<file path="src/rtl/trap_ctrl_pkg.sv">
// Shared definitions for the machine-mode trap/mret sequencer.
// TRAP_MTVAL_EN adds the T_MTVAL state (mtval write) to the trap sequence.
package trap_ctrl_pkg;

  localparam logic [11:0] CSR_MSTATUS = 12'h300;
  localparam logic [11:0] CSR_MTVEC   = 12'h305;
  localparam logic [11:0] CSR_MEPC    = 12'h341;
  localparam logic [11:0] CSR_MCAUSE  = 12'h342;
  localparam logic [11:0] CSR_MTVAL   = 12'h343;

  localparam logic [4:0] CAUSE_ILLEGAL = 5'd2;
  localparam logic [4:0] CAUSE_EBREAK  = 5'd3;
  localparam logic [4:0] CAUSE_ECALL   = 5'd11;

  localparam int unsigned MSTATUS_MIE    = 3;
  localparam int unsigned MSTATUS_MPIE   = 7;
  localparam int unsigned MSTATUS_MPP_LO = 11;
  localparam int unsigned MSTATUS_MPP_HI = 12;
  localparam logic [1:0]  PRIV_M         = 2'b11;

  typedef enum logic [2:0] {
    IDLE,
    T_MEPC,
    T_MCAUSE,
`ifdef TRAP_MTVAL_EN
    T_MTVAL,
`endif
    T_MSTATUS,
    T_REDIR,
    R_MSTATUS,
    R_REDIR
  } state_e;

endpackage

</file>
<file path="src/rtl/trap_ctrl.sv">
// Trap entry / mret sequencer: walks the machine CSRs one write per cycle, then redirects fetch.
// Optional macro TRAP_MTVAL_EN: also writes mtval with the registered trap value.
module trap_ctrl
  import trap_ctrl_pkg::*;
(
  input  logic        clk,
  input  logic        rst_n,
  input  logic        trap_valid,
  output logic        trap_ready,
  input  logic [4:0]  trap_cause,
  input  logic [31:0] trap_pc,
  input  logic [31:0] trap_tval,
  input  logic        mret_valid,
  output logic        mret_ready,
  output logic        csr_wr_en,
  output logic [11:0] csr_addr,
  output logic [31:0] csr_wdata,
  input  logic [31:0] csr_rdata,
  output logic        redirect_valid,
  output logic [31:0] redirect_pc,
  output logic        busy
);

  state_e      state_q, state_d;
  logic [4:0]  cause_q, cause_d;
  logic [31:0] pc_q, pc_d;

`ifdef TRAP_MTVAL_EN
  logic [31:0] tval_q, tval_d;
`else
  logic unused_tval;
  assign unused_tval = ^trap_tval;
`endif

  function automatic logic [31:0] mstatus_on_trap(input logic [31:0] ms);
    logic [31:0] r;
    r = ms;
    r[MSTATUS_MPIE] = ms[MSTATUS_MIE];
    r[MSTATUS_MIE]  = 1'b0;
    r[MSTATUS_MPP_HI:MSTATUS_MPP_LO] = PRIV_M;
    return r;
  endfunction

  function automatic logic [31:0] mstatus_on_mret(input logic [31:0] ms);
    logic [31:0] r;
    r = ms;
    r[MSTATUS_MIE]  = ms[MSTATUS_MPIE];
    r[MSTATUS_MPIE] = 1'b1;
    r[MSTATUS_MPP_HI:MSTATUS_MPP_LO] = PRIV_M;
    return r;
  endfunction

  always_ff @(posedge clk or negedge rst_n) begin
    if (!rst_n) begin
      state_q <= IDLE;
      cause_q <= '0;
      pc_q    <= '0;
`ifdef TRAP_MTVAL_EN
      tval_q  <= '0;
`endif
    end else begin
      state_q <= state_d;
      cause_q <= cause_d;
      pc_q    <= pc_d;
`ifdef TRAP_MTVAL_EN
      tval_q  <= tval_d;
`endif
    end
  end

  always_comb begin
    state_d        = state_q;
    cause_d        = cause_q;
    pc_d           = pc_q;
`ifdef TRAP_MTVAL_EN
    tval_d         = tval_q;
`endif
    trap_ready     = 1'b0;
    mret_ready     = 1'b0;
    csr_wr_en      = 1'b0;
    csr_addr       = '0;
    csr_wdata      = '0;
    redirect_valid = 1'b0;
    redirect_pc    = '0;

    case (state_q)
      IDLE: begin
        trap_ready = 1'b1;
        mret_ready = !trap_valid;
        if (trap_valid) begin
          cause_d = trap_cause;
          pc_d    = trap_pc;
`ifdef TRAP_MTVAL_EN
          tval_d  = trap_tval;
`endif
          state_d = T_MEPC;
        end else if (mret_valid) begin
          state_d = R_MSTATUS;
        end
      end
      T_MEPC: begin
        csr_wr_en = 1'b1;
        csr_addr  = CSR_MEPC;
        csr_wdata = pc_q & 32'hFFFF_FFFC;
        state_d   = T_MCAUSE;
      end
      T_MCAUSE: begin
        csr_wr_en = 1'b1;
        csr_addr  = CSR_MCAUSE;
        csr_wdata = {27'b0, cause_q};
`ifdef TRAP_MTVAL_EN
        state_d   = T_MTVAL;
`else
        state_d   = T_MSTATUS;
`endif
      end
`ifdef TRAP_MTVAL_EN
      T_MTVAL: begin
        csr_wr_en = 1'b1;
        csr_addr  = CSR_MTVAL;
        csr_wdata = tval_q;
        state_d   = T_MSTATUS;
      end
`endif
      T_MSTATUS: begin
        csr_wr_en = 1'b1;
        csr_addr  = CSR_MSTATUS;
        csr_wdata = mstatus_on_trap(csr_rdata);
        state_d   = T_REDIR;
      end
      T_REDIR: begin
        // direct mode only: mtvec mode bits are masked off
        csr_addr       = CSR_MTVEC;
        redirect_valid = 1'b1;
        redirect_pc    = csr_rdata & 32'hFFFF_FFFC;
        state_d        = IDLE;
      end
      R_MSTATUS: begin
        csr_wr_en = 1'b1;
        csr_addr  = CSR_MSTATUS;
        csr_wdata = mstatus_on_mret(csr_rdata);
        state_d   = R_REDIR;
      end
      R_REDIR: begin
        csr_addr       = CSR_MEPC;
        redirect_valid = 1'b1;
        redirect_pc    = csr_rdata;
        state_d        = IDLE;
      end
      default: state_d = IDLE;
    endcase

    // state is already forced to IDLE by reset; mret_ready must also ignore trap_valid then
    if (!rst_n) mret_ready = 1'b1;
  end

  assign busy = (state_q != IDLE);

endmodule
</file>
<file path="config.mk">
export PLATFORM = sky130hd
export DESIGN_NAME = trap_ctrl
export DESIGN_NICKNAME = d
export VERILOG_FILES = /design/src/rtl/trap_ctrl_pkg.sv /design/src/rtl/trap_ctrl.sv
export SDC_FILE = /design/constraint.sdc
export NUM_CORES = 1
export LEC_CHECK = 0
export BUFFER_PORTS_ARGS = -buffer_cell sky130_fd_sc_hd__buf_4
export CAP_MARGIN = 5
export CORE_MARGIN = 1.5
export CORE_UTILIZATION = 39
export DETAILED_ROUTE_END_ITERATION = 12
export PLACE_DENSITY = 0.78
export SLEW_MARGIN = 5
export SYNTH_ARGS = -nofsm -noshare
export SYNTH_HDL_FRONTEND = slang
export SYNTH_SLANG_ARGS = --single-unit
</file>
<file path="constraint.sdc">
create_clock -name clk -period 1.61 [get_ports clk]
set_input_delay 0.322 -clock clk [delete_from_list [all_inputs] [get_ports clk]]
set_output_delay 0.322 -clock clk [all_outputs]
set_load 0.005 [all_outputs]
</file>
# Word level (Yosys, flattened, before mapping)
# Index checks and enable logic that the tools add are counted.
dict set report word_totals {
  reg_bits 40
  inputBits 105
  out_inout_bits 81
  wordCells 29
}
dict set report op_classes {
  n_eq_ne 7
  mux 11
  n_reduce_logical 8
}
# operator n
set ops {}
lappend ops {{32-bit case mux with 4 select lines} 1}
lappend ops {{32-bit case mux with 2 select lines} 1}
lappend ops {{10-bit case mux with 4 select lines} 1}
lappend ops {{3-bit case mux with 5 select lines} 1}
lappend ops {{3-bit == test, second input constant} 3}
lappend ops {{3-bit by 2-bit == test with 1-bit output, second input constant} 2}
lappend ops {{3-bit two-way mux} 2}
lappend ops {{2-bit OR reduction} 3}
lappend ops {{1-bit two-way mux} 5}
lappend ops {{4-bit OR reduction} 1}
lappend ops {{3-bit by 1-bit == test with 1-bit output, second input constant} 1}
lappend ops {{3-bit zero test} 1}
lappend ops {{3-bit inequality test, second input constant} 1}
lappend ops {{3-bit nonzero test} 1}
lappend ops {{2-bit AND reduction} 1}
lappend ops {{1-bit zero test} 1}

# Logic depth before layout (Yosys ltp)
dict set report depth {
  depth_word 3
  depth_mapped 7
  ltp_nobuf 4
}

# Worst setup path after synthesis
# Ideal clock, no wire load.
dict set report synth_path {
  path_type {register to register}
  start {reg state_q[2]}
  end {reg cause_q[0]}
  arrival_time_ps 1633
  t_required_ps 1485
  path_slack_ps -148
  stages_incl_launch_ff 8
  path_buffers 3
  path_cell_list {dfrtp_1 -> buf_6 -> or3_4 -> inv_2 -> and2_4 -> buf_12 -> buf_12 -> mux2_4}
}
dict set report synth_via {
  elab_chain_len 2
}
# element line_no
set synth_lines {}
lappend synth_lines {{start: declaration} trap_ctrl.sv:24} ;# state_e state_q, state_d;
lappend synth_lines {{start signal: assignment} trap_ctrl.sv:62} ;# state_q <= state_d;
lappend synth_lines {{3-bit zero test} trap_ctrl.sv:86} ;# case (state_q)
lappend synth_lines {{2-bit AND reduction (no source line)} --}
lappend synth_lines {{end signal: assignment} trap_ctrl.sv:63} ;# cause_q <= cause_d;
lappend synth_lines {{end: declaration} trap_ctrl.sv:25} ;# logic [4:0] cause_q, cause_d;
# Every way passes these cells.
# A chain may end at the register's enable or synchronous reset.

# Worst setup path in the final report
dict set report layout_path {
  start {reg state_q[1]}
  end {out csr_wdata[22]}
}
dict set report layout_via {
  elab_chain_len 2
}
# element line_no
set layout_lines {}
lappend layout_lines {{3-bit == test, or another cell as far along} trap_ctrl.sv:86}
lappend layout_lines {{32-bit case mux with 4 select lines (*)} trap_ctrl.sv:86}
lappend layout_lines {{end: declaration} trap_ctrl.sv:17} ;# output logic [31:0] csr_wdata,
# Every way passes the cells marked *; elsewhere a longest branch is shown, timed or not.

==> flow_metrics.tcl <==
set metrics [dict create \
    status "complete, but fails checks" \
    violations "negative setup slack" \
    path_max_fanout 8 \
    critPathKind "reg -> out" \
    final-setup-viol-count 110 \
    dp_cells 520 \
    synth-edff-count 0 \
    vias_per_cell 4.985 \
    via_count 2727 \
    insertion_delay_ps 290 \
    start_util_pct 39.94 \
    diodes 0 \
    cts_made_buffers 5 \
    fp.dieW_um 88.96 \
    rows 31 \
    syn_area_um2 2882 \
    clkSlewWorstSetupHoldPaths_ps 80 \
    ys_top_cells_by_area "dfrtp_1 (33%), mux2_4 (16%), and2_1 (12%), mux2i_1 (9.7%), nand3b_1 (6.3%)" \
    first_iter_violations 109 \
    htreeDepth 2 \
    syn_to_final_growth_pct 67.65 \
    layout_setup_ws_ps -280.5 \
    whs_ps 144.8 \
    synth_top_area_cell "dfrtp_1" \
    drcViolationCount 0 \
    drv_slew 0 \
    finClkSkew_ps 4.022 \
    leakage_uw 0.002331 \
    fmax_ghz 0.5290 \
    postSynthAreaPerCell_um2 10.08 \
    final_nets 552 \
    dieArea_um2 7913 \
    rsz0062_at_grt "true" \
    synth_warnings 0 \
    start_kind "flop" \
    fp.dieH_um 88.96 \
    numPortBuffers 145 \
    yosysMostFrequentCell "and2_1" \
    cts.path.max_buffers 2 \
    worstPathRequired_ps 1290 \
    fillCellCount 559 \
    period_minus_slack_ps 1890 \
    wire_per_inst_um 16.09 \
    stdcell_count 547 \
    reg2reg_setup_slack_ps -180 \
    drive_above_1_share_pct 62.95 \
    grt_pass1_wl_um 13250 \
    synth_commonest_cells "and2_1 (55), dfrtp_1 (38), o21ai_0 (31), mux2_4 (30), mux2i_1 (28)" \
    maxCapViolations 0 \
    gr-total-overflow 0 \
    p_per_area_nw_per_um2 1757 \
    hold_violations 0 \
    ys_seq_elements 38 \
    async_flop_share_pct 100.0 \
    cts_root_buf "clkbuf_8" \
    regArea_um2 953.4 \
    dp.final_hpwl_um 5565 \
    grt_util_all_layers_pct 21.86 \
    grt_max_degree 39 \
    boundaryPins 186 \
    clock-sinks 38 \
    synth_cell_types 33 \
    drtAntennaViolNets 0 \
    worstPathArrival_ps 1570 \
    ys_seq_area_share_pct 33.00 \
    syn_inst 286 \
    drt_wl_total_um 8803 \
    gp_congestion 0.7542 \
    synth_top_area_share_pct 33.00 \
    drt_pre_antenna_iters 4 \
    hp-class "in -> async" \
    end_kind "output pin" \
    antenna_found_initial 0 \
    finalCritPeriodShare_pct 117.4 \
    multi_input_area_um2 1901 \
    max-vdd-ir-drop_mv 1.013 \
    reg2reg_depth 6 \
    coreArea_um2 7214 \
    grt_pass1_vias 2661 \
    yosys_most_used_dff "dfrtp_1" \
    cts_tree "done" \
]
[flip-flops by register name, summed over array words and instances, names as in the netlist]
name     flops
pc_q        30
cause_q      5
state_q      3
[critical path, stage by stage (launching register included)]
cell and delay [ps]:
dfrtp_2 420, buf_8 160, buf_12 150, mux2i_2 210, o21ai_1 70, and2_1 150
buf_4 130
[power by group]
part | leakage (µW) | switching [µW] | internal (µW)
sequential | 0.000448 | 316 | 1450
combinational | 0.00184 | 2290 | 3730
clock | 0.0000472 | 354 | 344
total | 0.00233 | 2960 | 5530
[through the flow]
step                TNS (ps)  area, µm²  util [%]  total power, µW  setup slack [ps]
global placement      -430.3       4071     56.43             6251            -40.41
floorplan              -3899       2909         -             4594            -126.3
finish                -19620       4831     66.96             8488            -280.5
global route          -26130       4831     66.96             9073            -353.8
detailed placement     -1021       4071     56.43             6359            -63.03
CTS                   -20140       4770     66.11             8327            -269.0
[cell usage in the layout (no fill, tap or decap), types with 3 or more instances in the layout]
cell | synthesis | layout
o21ai_1 | 0 | 26
buf_12 | 4 | 4
dfrtp_1 | 38 | 36
buf_4 | 7 | 118
nor3b_2 | 0 | 3
nor2_4 | 0 | 3
o21ai_0 | 31 | 3
clkbuf_8 | 0 | 6
and2_4 | 1 | 31
conb_1 | 1 | 6
and2_1 | 55 | 25
mux2_4 | 30 | 35
buf_16 | 0 | 4
nand2_2 | 0 | 3
buf_8 | 0 | 5
nand3b_1 | 24 | 24
mux2i_1 | 28 | 27
buf_6 | 1 | 53
[layout make-up]
| type | instances | area share (%) |
|---|---|---|
| clock buffer | 6 | 1.709 |
| clock inverter | 2 | 0.2590 |
| inverter | 2 | 0.2072 |
| multi-input combinational | 216 | 39.34 |
| sequential | 38 | 19.74 |
| tap | 99 | 2.564 |
| timing repair buffer | 184 | 36.18 |
[routing by layer]
metal	part of all wire (%)	GRT usage [%]	vias to the layer above
li1	-	-	1294
met1	41	27.60	1323
met2	52	39.12	100
met3	6.2	4.340	10
met4	1.1	4.196	0
met5	0	0	-
[kinds of logic after synthesis]
group                  count (synthesis)  share of synthesized area, %
AOI/OAI and AO/OA                     37                         6.904
other                                  1                        0.1301
and+or+nand+nor                      110                         24.27
muxes                                 63                         27.31
DFF                                   38                         33.00
buffers and inverters                 37                         8.380
[path summary, 6_finish.rpt]
| check | from | to |
|---|---|---|
| max | state_q[1] | csr_wdata[22] |
| min | rst_n | pc_q[8] |
| max reg2reg | state_q[1] | pc_q[28] |
| min reg2reg | cause_q[3] | cause_q[3] |
| max in group asynchronous | rst_n | state_q[1] |
| min in group clk | trap_pc[12] | pc_q[12] |
[repair_timing]
item,4_1_cts,5_1_grt
hold endpoints to repair,0,0
cloned,8,1
endpoints found under the setup margin,109,110
pin swaps,29,18
resized for setup,104,60
hold buffers,0,0
setup buffers,12,4
Power figures use the tool's default switching activity.
